===== src/rtl/dlk_mon_pkg.sv =====
// rtl/dlk_mon_pkg.sv - shared types and helpers for the deadlock watchdog
package dlk_mon_pkg;

  typedef enum logic [1:0] {
    IDLE   = 2'd0,
    SCAN   = 2'd1,
    REPORT = 2'd2,
    HOLD   = 2'd3
  } dlk_state_e;

  localparam int DEFAULT_CNT_W = 16;

  // Counters up to 32 bits wide share this helper; callers cast to their width.
  function automatic logic [31:0] sat_inc(input logic [31:0] value, input logic [31:0] max_value);
    return (value >= max_value) ? max_value : value + 32'd1;
  endfunction

endpackage


===== src/rtl/dlk_stall_qualifier.sv =====
// rtl/dlk_stall_qualifier.sv - stall candidate detection and window counter
module dlk_stall_qualifier
  import dlk_mon_pkg::*;
#(
  parameter int N_CH   = 3,
  parameter int THRESH = 16,
  parameter int CNT_W  = DEFAULT_CNT_W
) (
  input  logic             clock,
  input  logic             reset,
  input  logic             enable,
  input  logic [N_CH-1:0]  block_sigs,
  input  logic [N_CH-1:0]  idle_sigs,
  input  logic             freeze,
  output logic             cand,
  output logic [CNT_W-1:0] stall_cnt,
  output logic             arm
);

  localparam logic [CNT_W-1:0] CNT_MAX = '1;

  // Every channel idle or blocked, and at least one genuinely blocked.
  assign cand = enable & (|block_sigs) & (&(block_sigs | idle_sigs));

  always_ff @(posedge clock or negedge reset) begin
    if (!reset) begin
      stall_cnt <= '0;
    end else if (!freeze) begin
      stall_cnt <= cand ? CNT_W'(sat_inc(32'(stall_cnt), 32'(CNT_MAX))) : '0;
    end
  end

  assign arm = cand && (stall_cnt == CNT_W'(THRESH - 1));

endmodule


===== src/rtl/deadlock_watchdog_ctrl.sv =====
// rtl/deadlock_watchdog_ctrl.sv - qualifies kernel stalls, scans for the culprit
// channel round-robin and reports it over a valid/ready handshake
module deadlock_watchdog_ctrl
  import dlk_mon_pkg::*;
#(
  parameter int N_CH   = 3,
  parameter int THRESH = 16,
  parameter int CNT_W  = DEFAULT_CNT_W,
  parameter int IDX_W  = (N_CH > 1) ? $clog2(N_CH) : 1
) (
  input  logic             clock,
  input  logic             reset,
  input  logic             enable,
  input  logic [N_CH-1:0]  block_sigs,
  input  logic [N_CH-1:0]  idle_sigs,
  output logic             kernel_block,
  output logic             rpt_valid,
  input  logic             rpt_ready,
  output logic [IDX_W-1:0] rpt_chan,
  output logic [CNT_W-1:0] rpt_cycles,
  output logic [CNT_W-1:0] deadlock_count
);

  localparam logic [CNT_W-1:0] CNT_MAX  = '1;
  localparam logic [IDX_W-1:0] LAST_IDX = IDX_W'(N_CH - 1);

  dlk_state_e       state_q, state_d;
  logic [IDX_W-1:0] rr_ptr_q, rr_ptr_d;
  logic [IDX_W-1:0] scan_idx_q, scan_idx_d;
  logic [IDX_W-1:0] steps_q, steps_d;
  logic [IDX_W-1:0] rpt_chan_q, rpt_chan_d;
  logic [CNT_W-1:0] rpt_cycles_q, rpt_cycles_d;
  logic [CNT_W-1:0] dl_count_q, dl_count_d;

  logic             cand;
  logic             arm;
  logic [CNT_W-1:0] stall_cnt;

  dlk_stall_qualifier #(
    .N_CH   (N_CH),
    .THRESH (THRESH),
    .CNT_W  (CNT_W)
  ) u_qual (
    .clock      (clock),
    .reset      (reset),
    .enable     (enable),
    .block_sigs (block_sigs),
    .idle_sigs  (idle_sigs),
    .freeze     (state_q == REPORT),
    .cand       (cand),
    .stall_cnt  (stall_cnt),
    .arm        (arm)
  );

  function automatic logic [IDX_W-1:0] next_idx(input logic [IDX_W-1:0] idx);
    return (idx == LAST_IDX) ? '0 : idx + IDX_W'(1);
  endfunction

  always_ff @(posedge clock or negedge reset) begin
    if (!reset) begin
      state_q      <= IDLE;
      rr_ptr_q     <= '0;
      scan_idx_q   <= '0;
      steps_q      <= '0;
      rpt_chan_q   <= '0;
      rpt_cycles_q <= '0;
      dl_count_q   <= '0;
    end else begin
      state_q      <= state_d;
      rr_ptr_q     <= rr_ptr_d;
      scan_idx_q   <= scan_idx_d;
      steps_q      <= steps_d;
      rpt_chan_q   <= rpt_chan_d;
      rpt_cycles_q <= rpt_cycles_d;
      dl_count_q   <= dl_count_d;
    end
  end

  always_comb begin
    state_d      = state_q;
    rr_ptr_d     = rr_ptr_q;
    scan_idx_d   = scan_idx_q;
    steps_d      = steps_q;
    rpt_chan_d   = rpt_chan_q;
    rpt_cycles_d = rpt_cycles_q;
    dl_count_d   = dl_count_q;
    unique case (state_q)
      IDLE: begin
        if (arm) begin
          state_d    = SCAN;
          scan_idx_d = rr_ptr_q;
          steps_d    = '0;
        end
      end
      SCAN: begin
        if (!cand) begin
          state_d = IDLE;
        end else if (block_sigs[scan_idx_q]) begin
          rpt_chan_d   = scan_idx_q;
          rpt_cycles_d = CNT_W'(sat_inc(32'(stall_cnt), 32'(CNT_MAX)));
          state_d      = REPORT;
        end else begin
          scan_idx_d = next_idx(scan_idx_q);
          // A full lap without a hit still counts as a deadlock, just unattributed.
          if (steps_q == LAST_IDX) begin
            state_d = HOLD;
          end else begin
            steps_d = steps_q + IDX_W'(1);
          end
        end
      end
      REPORT: begin
        if (rpt_ready) begin
          dl_count_d = CNT_W'(sat_inc(32'(dl_count_q), 32'(CNT_MAX)));
          rr_ptr_d   = next_idx(rpt_chan_q);
          state_d    = HOLD;
        end
      end
      HOLD: begin
        if (!cand) begin
          state_d = IDLE;
        end
      end
      default: state_d = IDLE;
    endcase
  end

  assign kernel_block   = (state_q != IDLE);
  assign rpt_valid      = (state_q == REPORT);
  assign rpt_chan       = rpt_chan_q;
  assign rpt_cycles     = rpt_cycles_q;
  assign deadlock_count = dl_count_q;

endmodule


===== config.mk =====
export PLATFORM = sky130hd
export DESIGN_NAME = deadlock_watchdog_ctrl
export DESIGN_NICKNAME = d
export VERILOG_FILES = /design/src/rtl/dlk_mon_pkg.sv /design/src/rtl/dlk_stall_qualifier.sv /design/src/rtl/deadlock_watchdog_ctrl.sv
export SDC_FILE = /design/constraint.sdc
export NUM_CORES = 1
export LEC_CHECK = 0
export BUFFER_PORTS_ARGS = -buffer_cell sky130_fd_sc_hd__buf_2
export CAP_MARGIN = 20
export CORE_AREA = 2 2 70 89
export CTS_BUF_LIST = sky130_fd_sc_hd__clkbuf_4
export DETAILED_ROUTE_END_ITERATION = 12
export DIE_AREA = 0 0 72 91
export MAX_ROUTING_LAYER = met4
export PLACE_DENSITY = 0.76
export SYNTH_ARGS = -nofsm -noshare
export SYNTH_HDL_FRONTEND = slang
export SYNTH_SLANG_ARGS = --single-unit
export TNS_END_PERCENT = 50

===== constraint.sdc =====
create_clock -name clock -period 3 [get_ports clock]
set_clock_uncertainty 0.2 [all_clocks]
set_input_delay 0.45 -clock clock [delete_from_list [all_inputs] [get_ports clock]]
set_output_delay 0.45 -clock clock [all_outputs]
set_load 0.01 [all_outputs]

==> results of run 1 <==
cell type report:
class                      count  area [µm²]  area share
inverter                      14        52.6      0.0150
clock inverter                 4        42.5      0.0122
sequential                    58        1450       0.415
timing repair buffer          50         265      0.0759
multi-input combinational    258        1510       0.432
clock buffer                  12        90.1      0.0258
tap                           66        82.6      0.0236
worst max path at each step:
stage / from / endpoint / slack [ps] / cells after the start
2_1_floorplan: u_qual.stall_cnt[0] / scan_idx_q[0] / 950 / 5
3_3_place_gp: u_qual.stall_cnt[0] / rpt_cycles[6] / 510 / 6
3_5_place_dp: u_qual.stall_cnt[0] / rpt_cycles[4] / 470 / 6
4_1_cts: u_qual.stall_cnt[0] / rpt_cycles[4] / 460 / 6
5_1_grt: u_qual.stall_cnt[0] / rpt_cycles[7] / 200 / 6
6_report: u_qual.stall_cnt[0] / rpt_cycles[4] / 430 / 6
worst max-delay path, cell delays in order (launching register included):
cell and delay (ps):
sky130_fd_sc_hd__dfrtp_1 470, sky130_fd_sc_hd__ha_1 330, sky130_fd_sc_hd__nand3_4 170, sky130_fd_sc_hd__nor4_4 460, sky130_fd_sc_hd__and2b_1 480, sky130_fd_sc_hd__nor2_2 200, sky130_fd_sc_hd__a21oi_1 180
power breakdown:
part	switching, W	total (W)	internal (W)
Sequential	0.000143	0.00108	0.000939
Combinational	0.000408	0.000690	0.000282
Clock	0.000276	0.000553	0.000276
Total	0.000827	0.00232	0.00150
flip-flops by register name (all words and copies together) (netlist names), named ones only:
register	cells
state_q	1
deadlock_count	16
u_qual.stall_cnt	16
steps_q	2
rr_ptr_q	2
rpt_chan	2
rpt_cycles	16
scan_idx_q	2
stage by stage:
| stage | power (W) | hold WS (ps) |
|---|---|---|
| 3_3_place_gp | 0.00176 | 264 |
| 4_1_cts | 0.00234 | 205 |
| 5_1_grt | 0.00249 | 213 |
| 2_1_floorplan | 0.00152 | -45.6 |
| 6_report | 0.00232 | 227 |
| 3_5_place_dp | 0.00178 | 267 |
cells by family (layout without fill, tap and decap cells):
group           after synthesis  count (layout)  synth area share
xor+xnor                     21              21            0.0596
fa+ha+maj                     3               3            0.0122
mux                           4               4            0.0138
simple gates                143             143             0.238
compound gates               87              87             0.167
buf+inv                      27              80            0.0393
flops                        58              58             0.471
Yosys cell counts, types with 3 or more instances:
library cell / instances
sky130_fd_sc_hd__dfrtp_1: 58
sky130_fd_sc_hd__nand2_1: 54
sky130_fd_sc_hd__nor2_1: 31
sky130_fd_sc_hd__a21oi_1: 25
sky130_fd_sc_hd__o21ai_0: 24
sky130_fd_sc_hd__inv_1: 14
sky130_fd_sc_hd__xnor2_1: 13
sky130_fd_sc_hd__nand3_1: 10
sky130_fd_sc_hd__nor3_1: 10
sky130_fd_sc_hd__o21ai_1: 10
sky130_fd_sc_hd__xor2_1: 8
sky130_fd_sc_hd__buf_2: 7
sky130_fd_sc_hd__a31oi_1: 6
sky130_fd_sc_hd__and3_1: 5
sky130_fd_sc_hd__nand4_1: 5
sky130_fd_sc_hd__nand2b_1: 4
sky130_fd_sc_hd__a21o_1: 3
sky130_fd_sc_hd__buf_4: 3
sky130_fd_sc_hd__clkbuf_1: 3
sky130_fd_sc_hd__ha_1: 3
sky130_fd_sc_hd__nand4b_1: 3
sky130_fd_sc_hd__o21a_1: 3
repair_timing:
item | 4_1_cts | 5_1_grt
hold buffers | 1 | 0
gates resized for setup | 0 | 0
hold endpoints to repair | 27 | 0
per-layer routing:
metal	wire length, µm	up-vias
met4	105	0
met2	3650	67
li1	-	1296
met3	298	8
met5	0	-
met1	2970	1324
cell usage in the layout (no fill, tap or decap), types with 2 or more instances in the layout:
master                      n
sky130_fd_sc_hd__o21ai_1   10
sky130_fd_sc_hd__a21o_1     3
sky130_fd_sc_hd__dfrtp_1   58
sky130_fd_sc_hd__mux2_2     2
sky130_fd_sc_hd__o21a_1     3
sky130_fd_sc_hd__nand2b_1   4
sky130_fd_sc_hd__buf_4      4
sky130_fd_sc_hd__nand4_1    5
sky130_fd_sc_hd__o21ai_0   24
sky130_fd_sc_hd__o41ai_1    2
sky130_fd_sc_hd__ha_1       3
sky130_fd_sc_hd__nand2_1   54
sky130_fd_sc_hd__and3_1     5
sky130_fd_sc_hd__a21oi_1   25
sky130_fd_sc_hd__inv_1     14
sky130_fd_sc_hd__nand4_2    2
sky130_fd_sc_hd__nor4_1     2
sky130_fd_sc_hd__o31ai_1    2
sky130_fd_sc_hd__a31oi_1    6
sky130_fd_sc_hd__xor2_1     8
sky130_fd_sc_hd__clkinv_1   2
sky130_fd_sc_hd__buf_2     45
sky130_fd_sc_hd__mux2i_1    2
sky130_fd_sc_hd__nand3_1   10
sky130_fd_sc_hd__xnor2_1   13
sky130_fd_sc_hd__nor3_1    10
sky130_fd_sc_hd__clkbuf_4  12
sky130_fd_sc_hd__o22ai_1    2
sky130_fd_sc_hd__nand4b_1   3
sky130_fd_sc_hd__and2_1     2
sky130_fd_sc_hd__nor2_1    31
sky130_fd_sc_hd__or2_2      2
==> run summary, run 1 <==
• outcome: complete, no violations
• routing usage on met3: 0.0511
• kind of end point of the critical path: flip-flop
• startpoint of the worst hold path: rpt_ready
• std cell rows: 31
• Post-synth EDFFs: 0
• number of distinct standard cells referenced by the synthesized netlist: 54
• startpoint type of the worst setup path: flip-flop
• area enclosed by the die boundary: 6550 µm²
• type of the worst min-delay path: in -> reg
• vias per cell: 5.83
• Final HPWL DP: 4.98 mm
• Starting Density: 0.541
• placeable core area: 5700 µm²
• clock tree from TritonCTS: built
• largest net degree at the start of global routing: 30
• maximum level of the CTS H-tree: 3
• total routed wirelength: 7.02 mm
• synthesis-to-finish area growth: 13.3%
• Static Leakage: 1.67 nW
• tightest slew margin relative to the limit: 0.512
• GRT Util Overall: 0.237
• Seq/Total Area, Yosys: 0.471
• share of cells above drive strength 1: 0.197
• Overflow after GRT: 0
• vias after detailed routing: 2695
• post-placement cell count: 444
• post-synthesis average cell area: 8.99 µm²
• number of buffer cells added on primary ports: 45
• async set-or-reset flop fraction in the synthesized netlist: 1.00
• Clk Latency, worst-skew pair: 400 ps
• Synth area leaders: sky130_fd_sc_hd__dfrtp_1 (47%), sky130_fd_sc_hd__nand2_1 (6.6%), sky130_fd_sc_hd__a21oi_1 (4.1%)
• upper clock frequency limit: 389 MHz
• Pwr per Cell Area: 665 nW/µm²
• Cell Area, Synth: 3080 µm²
• busiest layer in global routing: met2
• DR iter-0 viols: 238
• pin slew with the least headroom to its limit: 730 ps
• min setup slack post-route: 431 ps
• Worst Hold Depth: 3
• placed cell area: 3350 µm²
• maximum clock path buffer count: 2
• Total Neg Setup Slack: 0 ps
• antenna diode count: 0
• total CTS buffers: 9
• end of the worst hold path: state_q[0]
• cell count after synthesis: 343
• Critical Path Fanout Max: 12
• number of standard cells in the layout, taps in and fillers out: 462
• max-slew violation count: 0
• I/O pin cnt: 46
• setup repair after global routing missed its margin: false
• routed length per instance: 15.2 µm
• Worst EP required: 3120 ps
• number of warnings issued by yosys: 0
• critical path start-end classification: reg -> reg
• share of the core filled with cells in the final layout: 0.613
• layout filler cell count: 514
• Die Width: 72 µm
• router iterations before antenna repair: 5
• max-cap check violation count: 0
• most used flip-flop cell after synthesis: sky130_fd_sc_hd__dfrtp_1
• Synth Register Bits: 58
• Routed Antenna Nets: 0
• post-place setup slack: 471 ps
• reg2reg start: u_qual.stall_cnt[0]
• total number of nets in the final design: 404
• critical path arrival: 2690 ps
• CTS clk-pin slew, worst paths: 100 ps
• area share of the largest cell type after synthesis: 0.471
• fin crit share: 0.856
• master cell of the clock root buffer: sky130_fd_sc_hd__clkbuf_4
• reg2reg end: rpt_cycles[4]
• last weighted congestion value of the routability-driven placer: 0.915
• global routing usage on met2: 0.388
• number of antenna violations at the first check in global routing: 0
• height of the die: 91 µm
• final setup vio count: 0
• met1 Usage GRT: 0.293
• setup slack of the most critical reg-to-reg path: 430 ps
• wire length of the first global-routing pass: 12.0 mm
• Worst Reg-to-Reg Cells: 6
• Hold Vio Cnt, Final: 0
• Tmin final: 2570 ps
• synthesized net count: 356
• post-CTS setup buffer count: 0
• post-synthesis cell type with the largest combined area: sky130_fd_sc_hd__dfrtp_1
• DRC Markers: 0
• Design Area, Final: 3500 µm²
• vias in the first global route: 2581
• maximum resistive drop on vdd: 0.371 mV
• TritonCTS sink count: 58
Power figures use the tool's default switching activity.
==> run 2: changes to the inputs <==
Settings changed: ABC_AREA from default to 1, CORE_AREA 2 2 70 89 to 2 2 73 92, DIE_AREA 0 0 72 91 to 0 0 75 94, PLACE_DENSITY 0.76 to 0.75.
==> run summary, run 2 <==
• area taken by multi-input logic gates: 1610 µm²
• routed length per instance: 12.1 µm
• number of antenna violations at the first check in global routing: 0
• std cell rows: 32
• master cell of the clock root buffer: sky130_fd_sc_hd__clkbuf_4
• setup repair after global routing missed its margin: false
• height of the die: 94 µm
• total number of nets in the final design: 513
• max-cap check violation count: 0
• synthesis-to-finish area growth: 13.2%
• final setup vio count: 0
• Die Width: 75 µm
• Seq/Total Area, Yosys: 0.440
• startpoint type of the worst setup path: flip-flop
• kind of end point of the critical path: output port
• Critical Path Fanout Max: 13
• cell count after synthesis: 447
• critical path arrival: 1460 ps
• layout filler cell count: 559
• Cell Area, Synth: 3300 µm²
• area taken by flip-flops and latches: 1450 µm²
• post-synthesis average cell area: 7.38 µm²
• Post-synth EDFFs: 0
• type of the worst min-delay path: reg -> reg
• last weighted congestion value of the routability-driven placer: 0.913
• total routed wirelength: 7.15 mm
• DR iter-0 viols: 113
• clock tree from TritonCTS: built
• total CTS buffers: 9
• mux share of post-synthesis cell area: 0
• maximum clock path buffer count: 2
• maximum resistive drop on vdd: 0.267 mV
• number of buffer cells added on primary ports: 45
• basic-gate share of the synthesized area counting and, or, nand and nor cells: 0.367
• max-slew violation count: 0
• vias in the first global route: 2911
• area share of the largest cell type after synthesis: 0.440
• main combinational cell family by area after synthesis: simple AND/OR/NAND/NOR gates
• share of the core filled with cells in the final layout: 0.610
• pin slew with the least headroom to its limit: 672 ps
• upper clock frequency limit: 474 MHz
• number of warnings issued by yosys: 0
• largest net degree at the start of global routing: 32
• I/O pin cnt: 46
• placeable core area: 6130 µm²
• reported net switching power: 0.000970 W
• commonest cells after routing, fill and taps aside: sky130_fd_sc_hd__nand2_1 (173), sky130_fd_sc_hd__dfrtp_1 (58), sky130_fd_sc_hd__inv_1 (45), sky130_fd_sc_hd__buf_2 (45), sky130_fd_sc_hd__nor2_1 (37)
• CTS clk-pin slew, worst paths: 100 ps
• share of power burned in combinational logic: 0.332
• Tmin final: 2110 ps
• share of cells above drive strength 1: 0.168
• async set-or-reset flop fraction in the synthesized netlist: 1.00
• most common cell after layout, fill and taps aside: sky130_fd_sc_hd__nand2_1
• tightest slew margin relative to the limit: 0.552
• critical path start-end classification: reg -> out
• number of distinct standard cells referenced by the synthesized netlist: 31
• wire length of the first global-routing pass: 12.2 mm
• sequential group share of total power: 0.450
• power consumption: 0.00242 W
• Clk pwr share: 0.219
• post-synthesis cell type with the largest combined area: sky130_fd_sc_hd__dfrtp_1
• switching fraction of total power: 0.401
• Total Neg Setup Slack: 0 ps
• cell internal pwr: 0.00145 W
• most used flip-flop cell after synthesis: sky130_fd_sc_hd__dfrtp_1
• area enclosed by the die boundary: 7050 µm²
• Hold Vio Cnt, Final: 0
• Overflow after GRT: 0
• post-placement cell count: 573
• arithmetic-cell share of the synthesized area counting full adders, half adders and majority gates: 0.0114
• number of standard cells in the layout, taps in and fillers out: 590
• Starting Density: 0.539
• Synth Register Bits: 58
• Worst EP required: 2350 ps
• router iterations before antenna repair: 4
• TritonCTS sink count: 58
• Clk Latency, worst-skew pair: 410 ps
• synthesized net count: 460
• Synth area leaders: sky130_fd_sc_hd__dfrtp_1 (44%), sky130_fd_sc_hd__nand2_1 (20%), sky130_fd_sc_hd__inv_1 (5.1%)
• fraction of synthesized cell area in xor and xnor cells: 0.0398
• final worst hold slack: 277 ps
• complex-gate fraction of the synthesized area: 0.0690
• antenna diode count: 0
• post-cts gate resize count: 0
• Routed Antenna Nets: 0
• outcome: complete, no violations
• fin crit share: 0.703
• vias after detailed routing: 2968
• Static Leakage: 2.02 nW
• GRT Util Overall: 0.234
• Pwr per Cell Area: 648 nW/µm²
• library cell with the highest instance count after synthesis: sky130_fd_sc_hd__nand2_1
• Final HPWL DP: 5.37 mm
• vias per cell: 5.03
• most instantiated cells after synthesis: sky130_fd_sc_hd__nand2_1 (173), sky130_fd_sc_hd__dfrtp_1 (58), sky130_fd_sc_hd__inv_1 (45), sky130_fd_sc_hd__nor2_1 (37), sky130_fd_sc_hd__nand3_1 (31)
• DRC Markers: 0
• maximum level of the CTS H-tree: 3
[run 2: final cells by class]
type / instances / share of cell area
inverters: 48 / 0.0489
clock inverters: 7 / 0.0161
repair buffers: 49 / 0.0690
clock buffers: 9 / 0.0181
multi-input cells: 334 / 0.431
flip-flops and latches: 58 / 0.389
well taps: 85 / 0.0285
[run 2: per-layer routing]
metal | part of all wire | vias to the layer above | GRT usage
met5 | 0 | - | -
met4 | 0.035 | 0 | 0.126
met3 | 0.047 | 26 | 0.0622
met2 | 0.49 | 69 | 0.374
met1 | 0.42 | 1355 | 0.261
li1 | - | 1518 | -
[run 2: worst paths after layout]
kind / start / endpoint / slack [ps] / cells past startpoint
worst min-delay path: rpt_cycles[6] / rpt_cycles[6] / 280 / 2
worst max register to register: flip-flop / deadlock_count[2] / 910 / 7
worst min register to register: rpt_cycles[6] / rpt_cycles[6] / 280 / 2
min in group asynchronous: reset / deadlock_count[7] / 410 / 2
worst max-delay path: flip-flop / rpt_valid / 890 / 3
max in group asynchronous: reset / u_qual.stall_cnt[4] / 1510 / 3
[run 2: power by group through the flow]
stage / clock network (W) / logic, W / registers, W
2_1_floorplan: 0 / 0.000518 / 0.00111
3_3_place_gp: 0 / 0.000776 / 0.00110
3_5_place_dp: 0 / 0.000807 / 0.00110
4_1_cts: 0.000552 / 0.000811 / 0.00108
5_1_grt: 0.000587 / 0.000925 / 0.00111
6_report: 0.000529 / 0.000802 / 0.00109
[run 2: critical path, stage by stage (launching register included)]
cell,delay [ps]
sky130_fd_sc_hd__dfrtp_1,450
sky130_fd_sc_hd__inv_2,90
sky130_fd_sc_hd__nor2_4,310
sky130_fd_sc_hd__buf_2,210
[run 2: through the flow]
stage,cell area (µm²),setup slack [ps]
finish,3730,890
CTS,3730,874
floorplan,3300,1270
global placement,3600,1010
global route,3730,661
detailed placement,3600,941
[run 2: what timing repair did]
action | in CTS | in global routing
setup buffers | 0 | 0
endpoints found under the setup margin | 0 | 0
hold endpoints to repair | 29 | 0
hold buffers | 1 | 0
[run 2: kinds of logic (layout without fill, tap and decap cells)]
family | after synthesis | after routing
and+or+nand+nor | 276 | 276
DFF | 58 | 58
buffers and inverters | 55 | 113
AOI/OAI and AO/OA | 40 | 40
xor gates and xnor gates | 15 | 15
adders and majority gates | 3 | 3
==> run 3: changes to the inputs <==
Clock period 3 ns to 2.04 ns, I/O delays scaled along.
==> run summary, run 3 (same netlist as run 2, synthesis figures left out) <==
• vias per cell: 5.13
• kind of end point of the critical path: flip-flop
• cell internal pwr: 0.00245 W
• DR iter-0 viols: 195
• vias in the first global route: 2976
• number of buffer cells added on primary ports: 45
• cell chain of the critical path: ha_1, nand3_1, inv_1, nand4_1, nor2b_1, o21ai_0
• Bufs and invs on worst path: 1
• placed cell area: 3660 µm²
• Pwr per Cell Area: 1010 nW/µm²
• antenna diode count: 0
• Worst EP required: 2160 ps
• final worst hold slack: 169 ps
• Hold Vio Cnt, Final: 0
• number of antenna violations at the first check in global routing: 0
• placeable core area: 6130 µm²
• wire length of the first global-routing pass: 12.9 mm
• fin crit share: 0.931
• GRT Util Overall: 0.245
• DRC Markers: 0
• largest net degree at the start of global routing: 59
• total number of nets in the final design: 519
• I/O pin cnt: 46
• TritonCTS sink count: 58
• height of the die: 94 µm
• power consumption: 0.00394 W
• critical path start-end classification: reg -> reg
• vias after detailed routing: 3055
• clock tree from TritonCTS: built
• area enclosed by the die boundary: 7050 µm²
• Routed Antenna Nets: 0
• Static Leakage: 2.12 nW
• std cell rows: 32
• synthesis-to-finish area growth: 18.0%
• reported net switching power: 0.00148 W
• sequential group share of total power: 0.408
• Clk Latency, worst-skew pair: 400 ps
• maximum resistive drop on vdd: 0.502 mV
• total CTS buffers: 9
• Final HPWL DP: 5.40 mm
• commonest cells after routing, fill and taps aside: sky130_fd_sc_hd__nand2_1 (173), sky130_fd_sc_hd__dfrtp_1 (56), sky130_fd_sc_hd__inv_1 (45), sky130_fd_sc_hd__buf_2 (45), sky130_fd_sc_hd__nor2_1 (37)
• layout filler cell count: 558
• share of power burned in combinational logic: 0.318
• last weighted congestion value of the routability-driven placer: 0.913
• final setup vio count: 0
• maximum clock path buffer count: 2
• upper clock frequency limit: 527 MHz
• startpoint type of the worst setup path: flip-flop
• Overflow after GRT: 0
• CTS clk-pin slew, worst paths: 110 ps
• worst stage delay on the critical path: 460 ps
• routed length per instance: 12.6 µm
• Critical Path Slowest Stage Cell: sky130_fd_sc_hd__dfrtp_1
• maximum level of the CTS H-tree: 3
• router iterations before antenna repair: 4
• share of cells above drive strength 1: 0.188
• Design Area, Final: 3890 µm²
• Critical Path Fanout Max: 8
• pin slew with the least headroom to its limit: 562 ps
• Clk pwr share: 0.274
• total routed wirelength: 7.50 mm
• setup repair after global routing missed its margin: false
• max-slew violation count: 0
• type of the worst min-delay path: in -> reg
• master cell of the clock root buffer: sky130_fd_sc_hd__clkbuf_4
• most common cell after layout, fill and taps aside: sky130_fd_sc_hd__nand2_1
• Starting Density: 0.539
• Tmin final: 1900 ps
• Die Width: 75 µm
• outcome: complete, no violations
• tightest slew margin relative to the limit: 0.624
• max-cap check violation count: 0
• switching fraction of total power: 0.377
• Top delay family on crit path: simple AND/OR/NAND/NOR gates
• critical path arrival: 2020 ps
-- run 3: worst paths after layout --
path                              startpoint                 to  slack [ps]  cells past startpoint
setup / recovery           deadlock_count[1]  deadlock_count[1]         140                      6
hold reg to reg                rpt_cycles[2]      rpt_cycles[2]         280                      2
setup reg to reg           deadlock_count[1]  deadlock_count[1]         140                      6
hold / removal                     rpt_ready         state_q[0]         170                      7
max in group asynchronous              reset          async pin        1120                      3
min in group asynchronous              reset  deadlock_count[7]         220                      3
-- run 3: timing repair --
action / in CTS / in global routing
endpoints found under the hold margin: 58 / 0
setup endpoints to repair: 0 / 37
setup buffers: 0 / 0
hold buffers: 1 / 0
gates resized for setup: 0 / 7
-- run 3: metal layers --
layer	global-route usage	vias to the layer above	share of wire
met4	0.110	0	0.016
met5	-	-	0
li1	-	1533	-
met1	0.283	1439	0.42
met3	0.0386	12	0.035
met2	0.412	71	0.53
-- run 3: final cells by class --
class	count	area (µm²)	area share
Sequential cell	58	1450	0.373
Clock inverter	7	118	0.0302
Timing Repair Buffer	55	328	0.0842
Tap cell	85	106	0.0273
Multi-Input combinational cell	334	1640	0.421
Inverter	48	183	0.0469
Clock buffer	9	67.6	0.0174
-- run 3: power groups by stage --
stage	registers [W]	clock network [W]	logic (W)
6_report	0.00161	0.00108	0.00125
4_1_cts	0.00160	0.00110	0.00125
3_5_place_dp	0.00162	0	0.00124
3_3_place_gp	0.00161	0	0.00120
2_1_floorplan	0.00164	0	0.000761
5_1_grt	0.00164	0.00115	0.00143
-- run 3: worst register-to-register path, cell delays in order, from the launching register on --
cell                      delay [ps]
sky130_fd_sc_hd__dfrtp_1         460
sky130_fd_sc_hd__ha_1            220
sky130_fd_sc_hd__nand3_1         110
sky130_fd_sc_hd__inv_1           120
sky130_fd_sc_hd__nand4_1         310
sky130_fd_sc_hd__nor2b_1         250
sky130_fd_sc_hd__o21ai_0         140
-- run 3: metrics by stage --
| stage | TNS, ps | setup slack (ps) | cells | util |
|---|---|---|---|---|
| CTS | 0 | 30.8 | 595 | 0.629 |
| detailed placement | -969 | -91.1 | 578 | 0.597 |
| global placement | -1.99 | -0.850 | 578 | 0.597 |
| finish | 0 | 142 | 596 | 0.636 |
| floorplan | 0 | 321 | 447 | - |
| global route | 0 | 4.71 | 596 | 0.636 |
